## config.mk

```make
export PLATFORM = sky130hd
export DESIGN_NAME = instruction_fetcher_flat
export DESIGN_NICKNAME = d
export VERILOG_FILES = /design/src/rtl/instruction_fetcher_if.sv /design/src/rtl/instruction_fetcher.sv /design/src/flat_wrapper.sv
export SDC_FILE = /design/constraint.sdc
export NUM_CORES = 1
export LEC_CHECK = 0
export BUFFER_PORTS_ARGS = -buffer_cell sky130_fd_sc_hd__buf_2
export CORE_MARGIN = 3
export CORE_UTILIZATION = 55
export CTS_BUF_LIST = sky130_fd_sc_hd__clkbuf_4
export DETAILED_ROUTE_END_ITERATION = 10
export PLACE_DENSITY = 0.72
export SETUP_SLACK_MARGIN = 0.15
export SLEW_MARGIN = 10
export SYNTH_ARGS = -nofsm -noshare
export SYNTH_HDL_FRONTEND = slang
export SYNTH_SLANG_ARGS = --single-unit
```

## constraint.sdc

```tcl
create_clock -name clk -period 7.15 [get_ports clk]
set_input_delay 0.715 -clock clk [delete_from_list [all_inputs] [get_ports clk]]
set_output_delay 0.715 -clock clk [all_outputs]
set_load 0.01 [all_outputs]
```

## src/rtl/instruction_fetcher_if.sv

```systemverilog
// Fetch-stage bus: instruction-cache read port, redirect input and decoder queue head.
// Naming is seen from the fetcher: master = fetcher, slave = cache/ROB/decoder side.
interface instruction_fetcher_if #(
    parameter int ADDR_WIDTH = 17,
    parameter int INST_WIDTH = 32
);
    logic                  rdy;
    logic [ADDR_WIDTH-1:0] cache_read_addr;
    logic                  cache_read_done;
    logic [INST_WIDTH-1:0] cache_read_data;
    logic                  flush;
    logic [ADDR_WIDTH-1:0] flush_pc;
    logic                  dec_valid;
    logic [INST_WIDTH-1:0] dec_inst;
    logic [ADDR_WIDTH-1:0] dec_pc;
    logic                  dec_pred_taken;
    logic                  dec_pop;

    modport master (
        input  rdy,
        output cache_read_addr,
        input  cache_read_done,
        input  cache_read_data,
        input  flush,
        input  flush_pc,
        output dec_valid,
        output dec_inst,
        output dec_pc,
        output dec_pred_taken,
        input  dec_pop
    );

    modport slave (
        output rdy,
        input  cache_read_addr,
        output cache_read_done,
        output cache_read_data,
        output flush,
        output flush_pc,
        input  dec_valid,
        input  dec_inst,
        input  dec_pc,
        input  dec_pred_taken,
        output dec_pop
    );
endinterface

```

## src/rtl/instruction_fetcher.sv

```systemverilog
// Fetch stage: PC register, instruction queue toward the decoder, flush redirect.
// Optional fetch-time JAL target prediction is enabled with `define FETCH_JAL_PREDICT_EN.
module instruction_fetcher #(
    parameter int ADDR_WIDTH      = 17,
    parameter int INST_WIDTH      = 32,
    parameter int QUEUE_DEPTH_LOG = 3
) (
    input  logic                   clk,
    input  logic                   rst,
    instruction_fetcher_if.master  bus
);
    localparam int DEPTH = 1 << QUEUE_DEPTH_LOG;
    localparam logic [QUEUE_DEPTH_LOG:0]   FULL_COUNT = (QUEUE_DEPTH_LOG+1)'(DEPTH);
    localparam logic [QUEUE_DEPTH_LOG:0]   CNT_ONE    = (QUEUE_DEPTH_LOG+1)'(1);
    localparam logic [QUEUE_DEPTH_LOG-1:0] PTR_ONE    = QUEUE_DEPTH_LOG'(1);

    logic [ADDR_WIDTH-1:0]      r_pc;
    logic [QUEUE_DEPTH_LOG-1:0] r_head;
    logic [QUEUE_DEPTH_LOG-1:0] r_tail;
    logic [QUEUE_DEPTH_LOG:0]   r_count;
    logic [INST_WIDTH-1:0]      r_inst_q [DEPTH];
    logic [ADDR_WIDTH-1:0]      r_pc_q   [DEPTH];

    logic                       w_full;
    logic                       w_empty;
    logic                       w_push;
    logic                       w_pop;
    logic [ADDR_WIDTH-1:0]      w_next_pc;

    // Handshake: the cache hit (cache_read_done) is the valid for cache_read_addr and is
    // accepted when the queue has room; dec_valid/dec_pop form a valid/ready pair where a
    // pop is taken only while dec_valid=1. Everything is qualified by rdy, and flush wins.
    assign w_full  = (r_count == FULL_COUNT);
    assign w_empty = (r_count == '0);
    assign w_push  = bus.cache_read_done && !w_full && !bus.flush;
    assign w_pop   = bus.dec_pop && !w_empty && !bus.flush;

`ifdef FETCH_JAL_PREDICT_EN
    logic                       r_pred_q [DEPTH];
    logic                       w_is_jal;
    logic signed [20:0]         w_jal_imm;

    assign w_is_jal  = (bus.cache_read_data[6:0] == 7'b1101111);
    // J-type immediate: imm[20|10:1|11|19:12] packed in inst[31:12].
    assign w_jal_imm = {bus.cache_read_data[31], bus.cache_read_data[19:12],
                        bus.cache_read_data[20], bus.cache_read_data[30:21], 1'b0};
    assign w_next_pc = w_is_jal ? (r_pc + ADDR_WIDTH'(w_jal_imm))
                                : (r_pc + ADDR_WIDTH'(4));
    assign bus.dec_pred_taken = r_pred_q[r_head];

    always_ff @(posedge clk) begin
        if (!rst) begin
            for (int i = 0; i < DEPTH; i++) begin
                r_pred_q[i] <= 1'b0;
            end
        end else if (bus.rdy && w_push) begin
            r_pred_q[r_tail] <= w_is_jal;
        end
    end
`else
    assign w_next_pc          = r_pc + ADDR_WIDTH'(4);
    assign bus.dec_pred_taken = 1'b0;
`endif

    always_ff @(posedge clk) begin
        if (!rst) begin
            r_pc    <= '0;
            r_head  <= '0;
            r_tail  <= '0;
            r_count <= '0;
            for (int i = 0; i < DEPTH; i++) begin
                r_inst_q[i] <= '0;
                r_pc_q[i]   <= '0;
            end
        end else if (bus.rdy) begin
            if (bus.flush) begin
                r_pc    <= bus.flush_pc;
                r_head  <= '0;
                r_tail  <= '0;
                r_count <= '0;
            end else begin
                if (w_push) begin
                    r_inst_q[r_tail] <= bus.cache_read_data;
                    r_pc_q[r_tail]   <= r_pc;
                    r_tail           <= r_tail + PTR_ONE;
                    r_pc             <= w_next_pc;
                end
                if (w_pop) begin
                    r_head <= r_head + PTR_ONE;
                end
                case ({w_push, w_pop})
                    2'b10:   r_count <= r_count + CNT_ONE;
                    2'b01:   r_count <= r_count - CNT_ONE;
                    default: r_count <= r_count;
                endcase
            end
        end
    end

    assign bus.cache_read_addr = r_pc;
    assign bus.dec_valid       = !w_empty;
    assign bus.dec_inst        = r_inst_q[r_head];
    assign bus.dec_pc          = r_pc_q[r_head];

endmodule
```

## src/flat_wrapper.sv

```systemverilog
// flat-port wrapper written by rule: the top's interface ports become plain ports
module instruction_fetcher_flat 
#(
    parameter int ADDR_WIDTH      = 17,
    parameter int INST_WIDTH      = 32,
    parameter int QUEUE_DEPTH_LOG = 3
)
  (clk, rst, bus_rdy, bus_cache_read_addr, bus_cache_read_done, bus_cache_read_data, bus_flush, bus_flush_pc, bus_dec_valid, bus_dec_inst, bus_dec_pc, bus_dec_pred_taken, bus_dec_pop);
  instruction_fetcher_if #(.ADDR_WIDTH(ADDR_WIDTH), .INST_WIDTH(INST_WIDTH)) bus_i ();
  input  logic clk;
  input  logic rst;
  input wire logic [$bits(bus_i.rdy)-1:0] bus_rdy;
  output wire logic [$bits(bus_i.cache_read_addr)-1:0] bus_cache_read_addr;
  input wire logic [$bits(bus_i.cache_read_done)-1:0] bus_cache_read_done;
  input wire logic [$bits(bus_i.cache_read_data)-1:0] bus_cache_read_data;
  input wire logic [$bits(bus_i.flush)-1:0] bus_flush;
  input wire logic [$bits(bus_i.flush_pc)-1:0] bus_flush_pc;
  output wire logic [$bits(bus_i.dec_valid)-1:0] bus_dec_valid;
  output wire logic [$bits(bus_i.dec_inst)-1:0] bus_dec_inst;
  output wire logic [$bits(bus_i.dec_pc)-1:0] bus_dec_pc;
  output wire logic [$bits(bus_i.dec_pred_taken)-1:0] bus_dec_pred_taken;
  input wire logic [$bits(bus_i.dec_pop)-1:0] bus_dec_pop;
  assign bus_i.rdy = bus_rdy;
  assign bus_cache_read_addr = bus_i.cache_read_addr;
  assign bus_i.cache_read_done = bus_cache_read_done;
  assign bus_i.cache_read_data = bus_cache_read_data;
  assign bus_i.flush = bus_flush;
  assign bus_i.flush_pc = bus_flush_pc;
  assign bus_dec_valid = bus_i.dec_valid;
  assign bus_dec_inst = bus_i.dec_inst;
  assign bus_dec_pc = bus_i.dec_pc;
  assign bus_dec_pred_taken = bus_i.dec_pred_taken;
  assign bus_i.dec_pop = bus_dec_pop;
  instruction_fetcher #(.ADDR_WIDTH(ADDR_WIDTH), .INST_WIDTH(INST_WIDTH), .QUEUE_DEPTH_LOG(QUEUE_DEPTH_LOG)) u_core (.clk(clk), .rst(rst), .bus(bus_i));
endmodule
```

==> impl_results.rst, run 1 <==
.. list-table::
   :header-rows: 1

   * - Metric
     - Value
   * - Number of global-route vias before repair
     - between 10000 and 15000
   * - Cell with the largest stage delay on the worst path
     - sky130_fd_sc_hd__buf_4
   * - Maximum number of pins on one net before global-route repair
     - between 60 and 70
   * - Detailed Route Iter0 Violations
     - a little over 800
   * - Critical path arrival
     - around 3400 ps
   * - Placeable Area
     - approximately 34000 um^2
   * - Half-perimeter wire length after placement
     - approximately 24000 um
   * - Number of detailed-routing iterations run before antenna repair
     - 4
   * - Die X
     - a little under 200 um
   * - Hold WC Path Type
     - in -> reg
   * - Clock tree from TritonCTS
     - built
   * - Post-synthesis instance area
     - 19230 um^2
   * - Synth Net Count
     - between 1000 and 1500
   * - Cells resized by post-CTS repair
     - 0
   * - Average footprint of a synthesized cell
     - ~15 um^2
   * - Maximum capacitance violations
     - 0
   * - Hold slack final
     - 270.6 ps
   * - Measured slew at the worst slew-check pin
     - 969.9 ps
   * - Proportion of power drawn by the clock network
     - 0.385
   * - Maximum frequency from static timing analysis
     - about 0.24 GHz
   * - Power density normalized to cell area
     - 230.9 nW/um^2
   * - Average routed wire per standard cell
     - 22.08 um
   * - Clock net sink count
     - between 400 and 500
   * - Switch Pwr
     - roughly 1.1 mW
   * - First-pass GRT wire length
     - 65610 um
   * - Area taken by flip-flops and latches
     - 12380 um^2
   * - Endpoints failing hold
     - 0
   * - Number of synthesis warnings
     - 0
   * - Crit Path Class
     - reg -> out
   * - Worst slew margin relative to its limit
     - 0.3534
   * - Gr ovfl total
     - 0
   * - GRT Overall Usage
     - 0.2347
   * - Sequential share of the synthesized area
     - 0.6435
   * - Leak pwr
     - approximately 8 nW
   * - Initial Util
     - 0.5663
   * - Area of the die
     - 37240 um^2
   * - Combinational fraction of design power
     - 0.047
   * - Result of the run
     - completed
   * - Final setup violation count
     - 0
   * - Worst path cell trace
     - buf_4 -> mux4_2 -> mux2_2 -> buf_2
   * - Delay of the slowest cell on the worst path
     - just over 800 ps
   * - Prevailing post-synth register cell
     - sky130_fd_sc_hd__edfxtp_1
   * - Number of antenna violations at the first check in global routing
     - 2
   * - Total Neg Setup Slack
     - 0 ps
   * - Number of nets in the layout
     - approximately 1500
   * - CTS clock-pin slew for the worst setup and hold paths
     - ~60 ps
   * - Clock buffer count from CTS
     - 107
   * - Number of port buffers
     - roughly 120
   * - Number of buffers inserted by hold repair at cts
     - 0
   * - Number of enable-type register cells in the synthesized netlist
     - about 390
   * - Worst clock skew
     - around 45 ps
   * - Clock latency on the worst-skew pair
     - about 750 ps
   * - Worst path buffer plus inverter count
     - 2
   * - Distinct cell type count after synthesis
     - 57
   * - Max Transition Viols Final
     - 0
   * - DRC errors left
     - 0
   * - Total via count after detailed routing
     - around 11000
   * - Area added between synthesis and finish
     - 11.78%
   * - Die outline height
     - around 190 um
   * - Level count of the clock H-tree
     - 3
   * - Boundary pin count
     - approximately 120
   * - Cell at the root of the clock tree
     - sky130_fd_sc_hd__clkbuf_4
   * - Fillers
     - roughly 2500
   * - Required time of the worst setup path
     - 6430 ps
   * - Share of layout cells above drive strength 1
     - 0.3315
   * - Tcrit/Tclk final
     - 0.5783
   * - Count of antenna-violating nets left after detailed routing
     - 0
   * - Total internal power
     - a little under 4 mW
   * - Post CTS Setup Buffer Count
     - 0
   * - CP Launch Type
     - register
   * - Post-layout min period
     - approximately 4100 ps
   * - Area of combinational cells with multiple inputs
     - ~6500 um^2
   * - Async set-reset flop share out of synthesis
     - 0
   * - Register bit count reported by yosys
     - about 420
   * - Vias per cell
     - 5.692
   * - Number of buffers on the longest clock path
     - 3
   * - Largest driver fanout on the critical path
     - 44
   * - Critical path's top delay family
     - buffers and inverters
   * - Max rail drop VDD
     - between 0.1 and 0.15 mV
   * - Net switching share of the total power
     - 0.2227
   * - Detailed-route wire length
     - between 40000 and 50000 um
   * - Critical path capture point type
     - primary output
   * - # rows
     - 67
   * - Placer Congestion
     - about 0.8
   * - Gate count after technology mapping
     - 1249
   * - Share of total power in sequential cells
     - 0.568
   * - Unrepaired setup endpoints after global routing
     - no
==> through the flow <==
step	power, mW	setup slack (ps)	instances	area [um^2]	util
floorplan	2.995	1829	1249	19230	-
global placement	3.098	2787	1740	20200	0.5950
detailed placement	3.107	2664	1740	20200	0.5950
CTS	5.018	2815	1920	21480	0.6328
global route	5.178	2683	1923	21490	0.6330
finish	4.964	3015	1923	21490	0.6330
==> cell families (layout without fill, tap and decap cells) <==
kind of cell               Yosys count  count (layout)  share of synthesized area
buffers and inverters              100             323                    0.02284
AOI/OAI and AO/OA                   72              72                    0.02603
muxes                              149             149                     0.1445
xor gates and xnor gates             1               1                  0.0004556
and+or+nand+nor                    498             498                     0.1582
other                                1               4                  0.0001950
DFF                                422             422                     0.6435
adders and majority gates            6               6                   0.004295
==> cell type report <==
type / count / share of cell area
sequential: 422 / 0.5761
multi-input combinational: 727 / 0.3023
clock buffer: 157 / 0.05484
timing repair buffer: 141 / 0.03516
tap: 448 / 0.02608
clock inverter: 23 / 0.004832
inverter: 2 / 0.0003493
antenna: 3 / 0.0003493
==> placed cells by master (no fill, tap or decap), drive strengths merged, types with 2 or more instances in the layout <==
master and instances:
and2 394, edfxtp 392, clkbuf 157, buf 141
mux4 98, mux2 49, dfxtp 30, nand2 29
a21oi 23, nor2 22, o21ai 20, clkinv 18
nand3 12, nand4 7, nand2b 7, nor3 7
a31oi 6, and3 5, a22o 5, ha 5
inv 4, diode 3, a21o 3, o31ai 3
clkinvlp 3, mux2i 2, or3 2, nand3b 2
o41ai 2, nor4 2, o21a 2, a32oi 2
a32o 2, nor4b 2
==> synth_stat cells, types with 3 or more instances <==
master	n	area [um^2]
sky130_fd_sc_hd__ha_1	5	62.56
sky130_fd_sc_hd__clkbuf_1	74	277.8
sky130_fd_sc_hd__and3_1	5	31.28
sky130_fd_sc_hd__nand3_1	11	55.05
sky130_fd_sc_hd__a22o_1	5	43.79
sky130_fd_sc_hd__mux2_2	49	551.8
sky130_fd_sc_hd__buf_6	6	67.56
sky130_fd_sc_hd__buf_1	5	18.77
sky130_fd_sc_hd__buf_2	12	60.06
sky130_fd_sc_hd__nand4_1	7	43.79
sky130_fd_sc_hd__mux4_2	98	2207
sky130_fd_sc_hd__nor3_1	6	30.03
sky130_fd_sc_hd__o21ai_0	9	45.04
sky130_fd_sc_hd__a31oi_1	6	37.54
sky130_fd_sc_hd__a21oi_2	6	52.55
sky130_fd_sc_hd__and2_1	393	2459
sky130_fd_sc_hd__dfxtp_1	30	600.6
sky130_fd_sc_hd__o31ai_1	3	22.52
sky130_fd_sc_hd__nand2_1	29	108.9
sky130_fd_sc_hd__a21o_1	3	22.52
sky130_fd_sc_hd__nor2_1	20	75.07
sky130_fd_sc_hd__o21ai_2	7	61.31
sky130_fd_sc_hd__a21oi_1	17	85.08
sky130_fd_sc_hd__o21ai_1	3	15.01
sky130_fd_sc_hd__nand2b_1	7	43.79
sky130_fd_sc_hd__edfxtp_1	392	11770
==> path summary, 6_finish.rpt <==
path	startpoint	to	slack, ps	cells after the start
setup / recovery	register	bus_dec_pc[11]	3020	4
hold / removal	bus_flush_pc[11]	u_core.bus.cache_read_addr[11]	270	3
setup reg to reg	u_core.r_count[0]	u_core.r_inst_q[1][13]	3760	7
hold reg to reg	u_core.r_head[2]	register	510	2
==> tightest hold or removal path: cells and delay by family <==
| family | cells | cell delay, ps |
|---|---|---|
| compound gates | 2 | 180 |
| buf+inv | 1 | 80 |
==> flip-flops by register name, summed over array words and instances, names as in the netlist, named ones only <==
name	cells
u_core.r_head	3
u_core.bus.cache_read_addr	17
u_core.r_tail	3
u_core.r_count	4
u_core.r_inst_q	256
u_core.r_pc_q	136
==> per-layer routing <==
layer / share of wire / track usage / vias to the layer above
met3: 0.071 / 0.05496 / 46
met5: 0 / 0 / -
met4: 0.015 / 0.06787 / 0
li1: - / - / 5004
met2: 0.49 / 0.3794 / 417
met1: 0.43 / 0.3243 / 5478
==> power by group through the flow <==
stage	Clock (mW)	Combinational [mW]	Sequential, mW
2_1_floorplan	0	0.142	2.85
3_3_place_gp	0	0.234	2.86
3_5_place_dp	0	0.237	2.87
4_1_cts	1.96	0.238	2.82
5_1_grt	2.10	0.256	2.82
6_report	1.91	0.234	2.82
(Power assumes the default switching activity.)
==> run 2, diff against run 1 <==
==> constraint.sdc (replaced) <==
create_clock -name clk -period 4 [get_ports clk]
set_input_delay 0.4 -clock clk [delete_from_list [all_inputs] [get_ports clk]]
set_output_delay 0.4 -clock clk [all_outputs]
set_load 0.01 [all_outputs]
==> impl_results.rst, run 2 (synthesis results as in run 1) <==
.. list-table::
   :header-rows: 1

   * - Metric
     - Value
   * - Clock tree from TritonCTS
     - built (unchanged)
   * - Largest register by flop count
     - u_core.r_inst_q (unchanged)
   * - Hold WC Path Type
     - in -> reg (unchanged)
   * - CP Launch Type
     - register (unchanged)
   * - Die X
     - 193.0 um (unchanged)
   * - Final instance area
     - 22260 um^2 (was 21490 um^2)
   * - # rows
     - 67 (unchanged)
   * - Worst clock skew
     - 54.94 ps (was 44.96 ps)
   * - Number of antenna violations at the first check in global routing
     - 1 (was 2)
   * - Switch Pwr
     - 2.049 mW (was 1.105 mW)
   * - Initial Util
     - 0.5663 (unchanged)
   * - Half-perimeter wire length after placement
     - 23510 um (was 24330 um)
   * - Most common library cell in the layout ignoring fill and taps
     - sky130_fd_sc_hd__and2_1 (unchanged)
   * - Clock buffer count from CTS
     - 109 (was 107)
   * - Detailed-route wire length
     - 44240 um (was 42460 um)
   * - Reg-to-reg critical path endpoint
     - u_core.r_count[3] (was u_core.r_inst_q[1][13])
   * - Cell with the largest stage delay on the worst path
     - sky130_fd_sc_hd__dfxtp_4 (was sky130_fd_sc_hd__buf_4)
   * - Endpoints failing hold
     - 0 (unchanged)
   * - Post-layout min period
     - about 3400 ps
   * - End point of the most critical hold path
     - u_core.bus.cache_read_addr[4] (was u_core.bus.cache_read_addr[11])
   * - GRT Overall Usage
     - 0.2459 (was 0.2347)
   * - Total Neg Setup Slack
     - 0 ps (unchanged)
   * - Worst path buffer plus inverter count
     - 2 (unchanged)
   * - Max rail drop VDD
     - 0.2216 mV (was 0.1286 mV)
   * - Result of the run
     - completed (unchanged)
   * - Critical path's top delay family
     - multiplexers (was buffers and inverters)
   * - Most frequent cells in the layout
     - sky130_fd_sc_hd__and2_1 (393), sky130_fd_sc_hd__edfxtp_1 (392), sky130_fd_sc_hd__clkbuf_4 (164) (was sky130_fd_sc_hd__and2_1 (393), sky130_fd_sc_hd__edfxtp_1 (392), sky130_fd_sc_hd__clkbuf_4 (157))
   * - Combinational fraction of design power
     - 0.052 (was 0.047)
   * - Power density normalized to cell area
     - 410.2 nW/um^2 (was 230.9 nW/um^2)
   * - CTS clock-pin slew for the worst setup and hold paths
     - 60 ps (about the same)
   * - Leak pwr
     - 8.317 nW (was 7.987 nW)
   * - Average routed wire per standard cell
     - 22.31 um (was 22.08 um)
   * - Required time of the worst setup path
     - 3600 ps (was 6430 ps)
   * - Largest register FFs
     - 256 (unchanged)
   * - Total via count after detailed routing
     - 11394 (was 10945)
   * - Placed instance area
     - 20410 um^2 (was 20200 um^2)
   * - Register-to-Register Path Depth
     - 9 (was 7)
   * - Critical path capture point type
     - primary output (unchanged)
   * - Largest driver fanout on the critical path
     - 29 (was 44)
   * - Final setup violation count
     - 0 (unchanged)
   * - Fillers
     - 2464 (was 2462)
   * - Proportion of power drawn by the clock network
     - 0.396 (was 0.385)
   * - Area of combinational cells with multiple inputs
     - 6497 um^2 (unchanged)
   * - Clock latency on the worst-skew pair
     - 800 ps (was 750 ps)
   * - Maximum frequency from static timing analysis
     - 0.2975 GHz
   * - Max Transition Viols Final
     - 0 (unchanged)
   * - Area added between synthesis and finish
     - 15.75% (was 11.78%)
   * - Measured slew at the worst slew-check pin
     - 880.2 ps (was 969.9 ps)
   * - Share of total power in sequential cells
     - 0.551 (was 0.568)
   * - Area taken by flip-flops and latches
     - 12380 um^2 (unchanged)
   * - Cell at the root of the clock tree
     - sky130_fd_sc_hd__clkbuf_4 (unchanged)
   * - Number of buffers on the longest clock path
     - 3 (unchanged)
   * - Placer Congestion
     - 0.7910 (was 0.8090)
   * - Number of nets in the layout
     - 1518 (was 1462)
   * - Level count of the clock H-tree
     - 3 (unchanged)
   * - Start of the worst register-to-register path
     - u_core.r_count[0] (unchanged)
   * - Crit Path Class
     - reg -> out (unchanged)
   * - Hold slack final
     - 63.10 ps (was 270.6 ps)
   * - Critical path arrival
     - 2960 ps (was 3420 ps)
   * - Number of port buffers
     - 121 (unchanged)
   * - Clock net sink count
     - 422 (unchanged)
   * - Worst path cell trace
     - buf_4 -> mux4_2 -> mux2_2 -> buf_2 (unchanged)
   * - Detailed Route Iter0 Violations
     - 1006 (was 809)
   * - Count of antenna-violating nets left after detailed routing
     - 0 (unchanged)
   * - Placeable Area
     - 33950 um^2 (unchanged)
   * - Worst setup slack after placement
     - 1095 ps (was 2664 ps)
   * - Delay of the slowest cell on the worst path
     - 770 ps (was 820 ps)
   * - Net switching share of the total power
     - 0.2245 (was 0.2227)
   * - Maximum capacitance violations
     - 0 (unchanged)
   * - First-pass GRT wire length
     - 68750 um (was 65610 um)
   * - Unrepaired setup endpoints after global routing
     - no (unchanged)
   * - Worst min-delay path startpoint
     - bus_flush_pc[4] (was bus_flush_pc[11])
   * - Number of detailed-routing iterations run before antenna repair
     - 5 (was 4)
   * - Share of layout cells above drive strength 1
     - 0.3279 (was 0.3315)
   * - Vias per cell
     - 5.746 (was 5.692)
   * - Hold path depth
     - 4 (was 3)
   * - Die outline height
     - 193.0 um (unchanged)
   * - Total internal power
     - 7.080 mW (was 3.858 mW)
   * - Maximum number of pins on one net before global-route repair
     - 52 (was 64)
   * - Tcrit/Tclk final
     - 0.8403
   * - Worst slew margin relative to its limit
     - 0.4087 (was 0.3534)
   * - Area of the die
     - 37240 um^2 (unchanged)
   * - Worst R2R Setup Slack
     - 1070 ps (was 3760 ps)
   * - Setup WS post-layout
     - 638.8 ps (was 3015 ps)
   * - Boundary pin count
     - 123 (unchanged)
   * - Number of global-route vias before repair
     - 12204 (was 11594)
   * - DRC errors left
     - 0 (unchanged)
   * - Post CTS Setup Buffer Count
     - 0 (unchanged)
   * - Gr ovfl total
     - 0 (unchanged)
==> run 2: changes by cell type in the layout (fill, tap and decap cells not counted), sizes merged <==
| cell | previous run | this run |
|---|---|---|
| dlygate4sd3 | 0 | 48 |
| bufinv | 0 | 1 |
| diode | 3 | 1 |
| buf | 141 | 147 |
| clkbuf | 157 | 164 |
==> run 2: power by group through the flow <==
| stage | sequential (mW) | combinational [mW] | clock, mW |
|---|---|---|---|
| final | 5.03 | 0.476 | 3.62 |
| after global routing | 5.05 | 0.515 | 3.95 |
| after CTS | 5.03 | 0.481 | 3.71 |
| after detailed placement | 5.13 | 0.443 | 0 |
| after global placement | 5.12 | 0.439 | 0 |
| after floorplan | 5.10 | 0.253 | 0 |
==> run 2: area by class of cell <==
type	count	share of cell area
Clock buffer	164	0.05532
Multi-Input combinational cell	727	0.2920
Antenna cell	1	0.0001124
Clock inverter	24	0.005903
Inverter	2	0.0003373
Tap cell	448	0.02519
Timing Repair Buffer	195	0.06488
Sequential cell	422	0.5563
==> run 2: stage by stage <==
stage / total power [mW] / utilization / instances
global route: 9.512 / 0.6555 / 1983
finish: 9.129 / 0.6555 / 1983
CTS: 9.226 / 0.6554 / 1982
floorplan: 5.351 / - / 1249
detailed placement: 5.570 / 0.6011 / 1746
global placement: 5.554 / 0.6011 / 1746
==> run 2: timing repair <==
action / CTS / global route
hold buffers: 48 / 0
setup endpoints to repair: 0 / 0
resized for setup: 0 / 0
hold endpoints to repair: 262 / 0
==> run 2: worst min-delay path: stages <==
cell	delay, ps
sky130_fd_sc_hd__buf_2	90
sky130_fd_sc_hd__a22o_1	130
sky130_fd_sc_hd__nand2_1	60
sky130_fd_sc_hd__a21oi_2	100
==> run 2: how the worst max path moves through the flow <==
stage / end / from / depth (start not counted) / slack (ps)
after global placement: u_core.r_count[3] / u_core.r_count[0] / 9 / 1170
after floorplan: u_core.r_inst_q[7][0] / bus_flush / 5 / 320
final: bus_dec_pc[14] / register / 4 / 640
after global routing: bus_dec_pc[14] / register / 4 / 450
after detailed placement: u_core.r_count[3] / u_core.r_count[0] / 9 / 1100
after CTS: bus_dec_pc[14] / register / 4 / 510
==> run 2: layer usage <==
metal / up-vias / track usage / share of wire
met5: - / 0 / 0
met4: 0 / 0.06982 / 0.012
met3: 44 / 0.04990 / 0.073
met2: 423 / 0.4093 / 0.50
met1: 5796 / 0.3347 / 0.42
li1: 5131 / - / -
